==> src/rtl/pdm_pkg.sv <==
// Shared definitions for the PDM microphone capture path.
package pdm_pkg;

  // Sequencer states; the encoding is visible to software via the state port.
  typedef enum logic [1:0] {
    ST_IDLE   = 2'd0,
    ST_WARMUP = 2'd1,
    ST_RUN    = 2'd2
  } pdm_state_e;

  // Default PCM sample width produced by the CIC3 decimator.
  localparam int unsigned PDM_DATA_W = 16;

endpackage

==> src/rtl/pdm_sample_fifo.sv <==
// Single-clock sample FIFO with flush; accepts a push while full when a pop
// happens in the same cycle. Occupancy is tracked by a separate counter.
module pdm_sample_fifo
  import pdm_pkg::*;
#(
  parameter int unsigned DEPTH  = 8,
  parameter int unsigned DATA_W = PDM_DATA_W,
  parameter int unsigned LVL_W  = $clog2(DEPTH + 1)
) (
  input  logic              clk,
  input  logic              rst_n,
  input  logic              push,
  input  logic              pop,
  input  logic              flush,
  input  logic [DATA_W-1:0] push_data,
  output logic [DATA_W-1:0] head,
  output logic [LVL_W-1:0]  level,
  output logic              full,
  output logic              empty
);

  localparam int unsigned PTR_W = (DEPTH > 1) ? $clog2(DEPTH) : 1;

  logic [DATA_W-1:0] mem [DEPTH];
  logic [PTR_W-1:0]  wr_ptr;
  logic [PTR_W-1:0]  rd_ptr;
  logic [LVL_W-1:0]  count;
  logic              do_push;
  logic              do_pop;

  assign empty = (count == '0);
  assign full  = (count == LVL_W'(DEPTH));

  // A pop on empty is ignored; a push on full only lands if a pop frees a slot.
  assign do_pop  = pop && !empty;
  assign do_push = push && (!full || do_pop);

  // Pointers and occupancy; pointers wrap naturally since DEPTH is a power of two.
  always_ff @(posedge clk) begin
    if (!rst_n || flush) begin
      wr_ptr <= '0;
      rd_ptr <= '0;
      count  <= '0;
    end else begin
      if (do_push) wr_ptr <= wr_ptr + 1'b1;
      if (do_pop)  rd_ptr <= rd_ptr + 1'b1;
      case ({do_push, do_pop})
        2'b10:   count <= count + 1'b1;
        2'b01:   count <= count - 1'b1;
        default: count <= count;
      endcase
    end
  end

  // Sample storage, intentionally not reset.
  always_ff @(posedge clk) begin
    if (do_push && !flush) mem[wr_ptr] <= push_data;
  end

  assign head  = empty ? '0 : mem[rd_ptr];
  assign level = count;

endmodule

==> src/rtl/pdm_capture_ctrl.sv <==
// Capture sequencer: gates the PDM clock, discards settling samples after
// start, buffers PCM samples and raises level/overrun interrupts.
module pdm_capture_ctrl
  import pdm_pkg::*;
#(
  parameter int unsigned DEPTH  = 8,
  parameter int unsigned DATA_W = PDM_DATA_W,
  parameter int unsigned LVL_W  = $clog2(DEPTH + 1)
) (
  input  logic              clk,
  input  logic              rst_n,
  input  logic              start,
  input  logic              stop,
  input  logic [7:0]        settle_count,
  input  logic [LVL_W-1:0]  watermark,
  input  logic              pcm_valid,
  input  logic [DATA_W-1:0] pcm_data,
  input  logic              rd_en,
  output logic [DATA_W-1:0] rd_data,
  output logic [LVL_W-1:0]  level,
  output logic              clk_en,
  output logic [1:0]        state,
  output logic              overrun,
  input  logic              overrun_clr,
  output logic              irq
);

  pdm_state_e state_q;
  pdm_state_e state_d;
  logic [7:0] settle_q;
  logic [7:0] settle_d;
  logic       clk_en_q;
  logic       overrun_q;
  logic       fifo_push;
  logic       fifo_flush;
  logic       fifo_full;
  logic       fifo_empty;
  logic       overrun_set;

  pdm_sample_fifo #(
    .DEPTH  (DEPTH),
    .DATA_W (DATA_W),
    .LVL_W  (LVL_W)
  ) u_fifo (
    .clk       (clk),
    .rst_n     (rst_n),
    .push      (fifo_push),
    .pop       (rd_en),
    .flush     (fifo_flush),
    .push_data (pcm_data),
    .head      (rd_data),
    .level     (level),
    .full      (fifo_full),
    .empty     (fifo_empty)
  );

  // State, settle counter and clock-enable registers.
  always_ff @(posedge clk) begin
    if (!rst_n) begin
      state_q  <= ST_IDLE;
      settle_q <= '0;
      clk_en_q <= 1'b0;
    end else begin
      state_q  <= state_d;
      settle_q <= settle_d;
      clk_en_q <= (state_d != ST_IDLE);
    end
  end

  // Next-state logic; stop always takes priority over start and pcm_valid.
  always_comb begin
    state_d    = state_q;
    settle_d   = settle_q;
    fifo_push  = 1'b0;
    fifo_flush = 1'b0;
    case (state_q)
      ST_IDLE: begin
        if (start && !stop) begin
          fifo_flush = 1'b1;
          settle_d   = settle_count;
          state_d    = (settle_count == '0) ? ST_RUN : ST_WARMUP;
        end
      end
      ST_WARMUP: begin
        if (stop) begin
          state_d = ST_IDLE;
        end else if (pcm_valid) begin
          settle_d = settle_q - 8'd1;
          if (settle_q == 8'd1) state_d = ST_RUN;
        end
      end
      ST_RUN: begin
        if (stop) begin
          state_d = ST_IDLE;
        end else if (pcm_valid) begin
          fifo_push = 1'b1;
        end
      end
      default: state_d = ST_IDLE;
    endcase
  end

  // A push while full is dropped unless a pop in the same cycle makes room.
  assign overrun_set = fifo_push && fifo_full && !rd_en;

  // Sticky overrun flag; a new overrun beats a clear in the same cycle.
  always_ff @(posedge clk) begin
    if (!rst_n) begin
      overrun_q <= 1'b0;
    end else if (overrun_set) begin
      overrun_q <= 1'b1;
    end else if (fifo_flush || overrun_clr) begin
      overrun_q <= 1'b0;
    end
  end

  assign state   = state_q;
  assign clk_en  = clk_en_q;
  assign overrun = overrun_q;
  assign irq     = ((watermark != '0) && (level >= watermark)) || overrun_q;

endmodule
==> config.mk <==
export PLATFORM = sky130hd
export DESIGN_NAME = pdm_capture_ctrl
export DESIGN_NICKNAME = d
export VERILOG_FILES = /design/src/rtl/pdm_pkg.sv /design/src/rtl/pdm_sample_fifo.sv /design/src/rtl/pdm_capture_ctrl.sv
export SDC_FILE = /design/constraint.sdc
export NUM_CORES = 1
export LEC_CHECK = 0
export BUFFER_PORTS_ARGS = -buffer_cell sky130_fd_sc_hd__buf_2
export CORE_MARGIN = 4
export CORE_UTILIZATION = 35
export DETAILED_ROUTE_END_ITERATION = 10
export HOLD_SLACK_MARGIN = 0.15
export MAX_ROUTING_LAYER = met4
export PLACE_DENSITY_LB_ADDON = 0.3
export SLEW_MARGIN = 15
export SYNTH_ARGS = -nofsm -noshare
export SYNTH_HDL_FRONTEND = slang
export SYNTH_SLANG_ARGS = --single-unit
==> constraint.sdc <==
create_clock -name clk -period 7.4 [get_ports clk]
set_clock_uncertainty 0.2 [all_clocks]
set_input_delay 0.37 -clock clk [delete_from_list [all_inputs] [get_ports clk]]
set_output_delay 0.37 -clock clk [all_outputs]
set_load 0.1 [all_outputs]
==> impl_metrics.json <==
{
  "status": "complete, no violations",
  "cp.required_ns": 6.83,
  "reg2reg_depth": 7,
  "numCtsBuffers": 17,
  "cp_slowest_stage_delay_ns": 0.90,
  "criticalPathCategory": "reg -> out",
  "fmax_ghz": 0.336,
  "vias_per_cell": 5.05,
  "postLayoutCellArea_um2": 7780,
  "maxCapViolCount": 0,
  "period_share": 0.402,
  "post_drt_wl_per_cell_um": 17.5,
  "grt_overflow_total": 0,
  "dpl_worst_slack_ns": 4.51,
  "critPathArrivalTime_ns": 2.40,
  "cts_sinks": 153,
  "yosysUniqueCellTypes": 49,
  "path_cells": "mux4_2, mux2i_1, nor2_1, buf_2",
  "h-tree-depth": 4,
  "core.rowCount": 48,
  "reg2reg_to": "u_fifo.level[3]",
  "rsz0062_at_grt": "false",
  "wl_met2_um": 6610,
  "synth_nets": 428,
  "hold_violations": 0,
  "critPathLaunchType": "register",
  "max_slew_margin": 0.350,
  "fin_ws_ns": 4.43,
  "period_needed_ns": 2.97,
  "final_cell_mix": "edfxtp_1, buf_2, nor2_1",
  "rrSetupSlack_ns": 4.48,
  "worst_pin_slew_ns": 0.971,
  "final_core_util": 0.445,
  "wl_um": 12600,
  "top_layer_used": "met4",
  "stdcell_count": 720,
  "cp_max_fo": 32,
  "synth_edf_count": 128,
  "syn_area_per_cell_um2": 16.5,
  "nets": 528,
  "finalSetupViolations": 0,
  "tns_ns": 0,
  "dr_wl_met3_um": 429,
  "cts-root-buf": "clkbuf_16",
  "cts_tree": "done",
  "grtUsageTotal": 0.136,
  "whs_path_depth": 4,
  "wl_met1_um": 5390,
  "synth-seq-cells": 153,
  "yosys_most_used_dff": "edfxtp_1",
  "die_y_um": 142,
  "synth_cells": 382,
  "yosysWarnings": 0,
  "grt_pass1_vias": 3867,
  "numPortBuffers": 59,
  "insertion_delay_ns": 0.41,
  "drive_gt1_frac": 0.285,
  "io_pins": 60,
  "dr.pass1.iters": 4,
  "initial_core_util": 0.362,
  "num_vias": 3639,
  "hpwl_um": 7810,
  "core_area_um2": 17500,
  "finalMaxSlewViolations": 0,
  "grt_max_degree": 33,
  "placed_area_um2": 6910,
  "syn_area_um2": 6320,
  "cp_slowest_cell": "dfxtp_2",
  "hold_class": "in -> reg",
  "final_common_cell": "edfxtp_1",
  "n_antenna_cell": 0,
  "syn2layout_area_growth_pct": 23.0,
  "p_leak_uw": 0.00267,
  "crit_path_end_kind": "output port",
  "ant_nets": 0,
  "yosysSeqAreaShare": 0.687,
  "placed_cells": 657,
  "cts_setup_buffers": 0,
  "cts.path.max_buffers": 2,
  "drc": 0,
  "place_congestion": 0.843,
  "antenna_found_initial": 0,
  "die_area_um2": 20300,
  "hold_end": "u_fifo.rd_ptr[2]",
  "grt_pass1_wl_um": 20300,
  "path_clk_slew_ns": 0.06,
  "vdd_drop_max_uv": 177,
  "r2r-start": "u_fifo.level[1]",
  "drt-initial-drc-count": 246,
  "die-width_um": 142,
  "power_density_nw_per_um2": 233,
  "holdCritStartpoint": "rd_en",
  "synthArstFlopShare": 0
}
## critical path, delay by kind of cell (launching register included)
family / cells / cell delay (ns)
flip-flops: 1 / 0.90
buffers and inverters: 1 / 0.46
multiplexers: 2 / 0.43
AND/OR/NAND/NOR: 1 / 0.18
## stage by stage
stage / total power (µW) / hold WS [ns]
finish: 1810 / 0.176
global route: 1870 / 0.203
CTS: 1820 / 0.176
detailed placement: 1010 / 0.278
global placement: 1010 / 0.274
floorplan: 987 / 0.247
## report_power, final
part	internal, µW	switching, µW	leakage, µW
registers	935	4.15	0.00135
logic	29.6	37.8	0.00105
clock network	465	337	0.000266
## timing repair
| action | CTS | global route |
|---|---|---|
| gates resized for setup | 0 | 0 |
| hold endpoints to repair | 140 | 0 |
| hold buffers | 31 | 0 |
## layout make-up
cell class              instances  area [µm²]
fillers                      1523        9700
inverters                      10        37.5
multi-input cells             202        1890
well taps                     225         282
clock inverters                13         120
flip-flops and latches        153        4350
repair buffers                 98         666
clock buffers                  19         433
## cells by family after synthesis
logic type / count (synthesis) / synth area share
xor+xnor: 6 / 0.00831
compound gates: 44 / 0.0465
fa+ha+maj: 11 / 0.0218
flops: 153 / 0.687
simple gates: 89 / 0.0719
mux: 52 / 0.146
buf+inv: 27 / 0.0186
## state kept, by name (all words and copies together) (netlist names), named ones only
name           cells
clk_en             1
u_fifo.mem       128
u_fifo.rd_ptr      3
settle_q           8
u_fifo.level       4
overrun            1
state              2
u_fifo.wr_ptr      3
## layer usage
metal,vias up,global-route usage
met2,64,0.230
li1,1712,-
met5,-,-
met4,0,0.0385
met3,12,0.0356
met1,1851,0.160
## worst max-delay path by stage
stage	cells after the start	from	end	slack (ns)
2_1_floorplan	6	u_fifo.level[0]	irq	3.00
3_3_place_gp	7	u_fifo.level[1]	u_fifo.level[3]	4.56
3_5_place_dp	7	u_fifo.level[1]	u_fifo.level[3]	4.51
4_1_cts	4	register	rd_data[0]	4.33
5_1_grt	5	register	rd_data[1]	4.22
6_report	4	register	rd_data[15]	4.43
## cells in the mapped netlist, types with 2 or more instances
cell / instances / area (µm²)
nor3_1: 7 / 35.0
a211oi_1: 2 / 15.0
nand2b_1: 7 / 43.8
nand3_1: 2 / 10.0
a21oi_1: 13 / 65.1
dfxtp_1: 25 / 500
clkbuf_1: 8 / 30.0
or3_1: 3 / 18.8
mux4_2: 32 / 721
o21ai_0: 8 / 40.0
mux2i_1: 20 / 200
nor2_1: 40 / 150
xor2_1: 5 / 43.8
ha_1: 11 / 138
inv_1: 10 / 37.5
o211ai_1: 4 / 30.0
nor2b_1: 2 / 12.5
a22oi_1: 2 / 15.0
nor4_1: 3 / 18.8
nand3b_1: 2 / 15.0
a32oi_1: 2 / 17.5
buf_2: 7 / 35.0
nor3b_1: 2 / 15.0
nand2_1: 10 / 37.5
edfxtp_1: 128 / 3840
nor4b_1: 2 / 17.5
a21o_1: 3 / 22.5
Note: power is estimated with default switching activity, not from simulation.
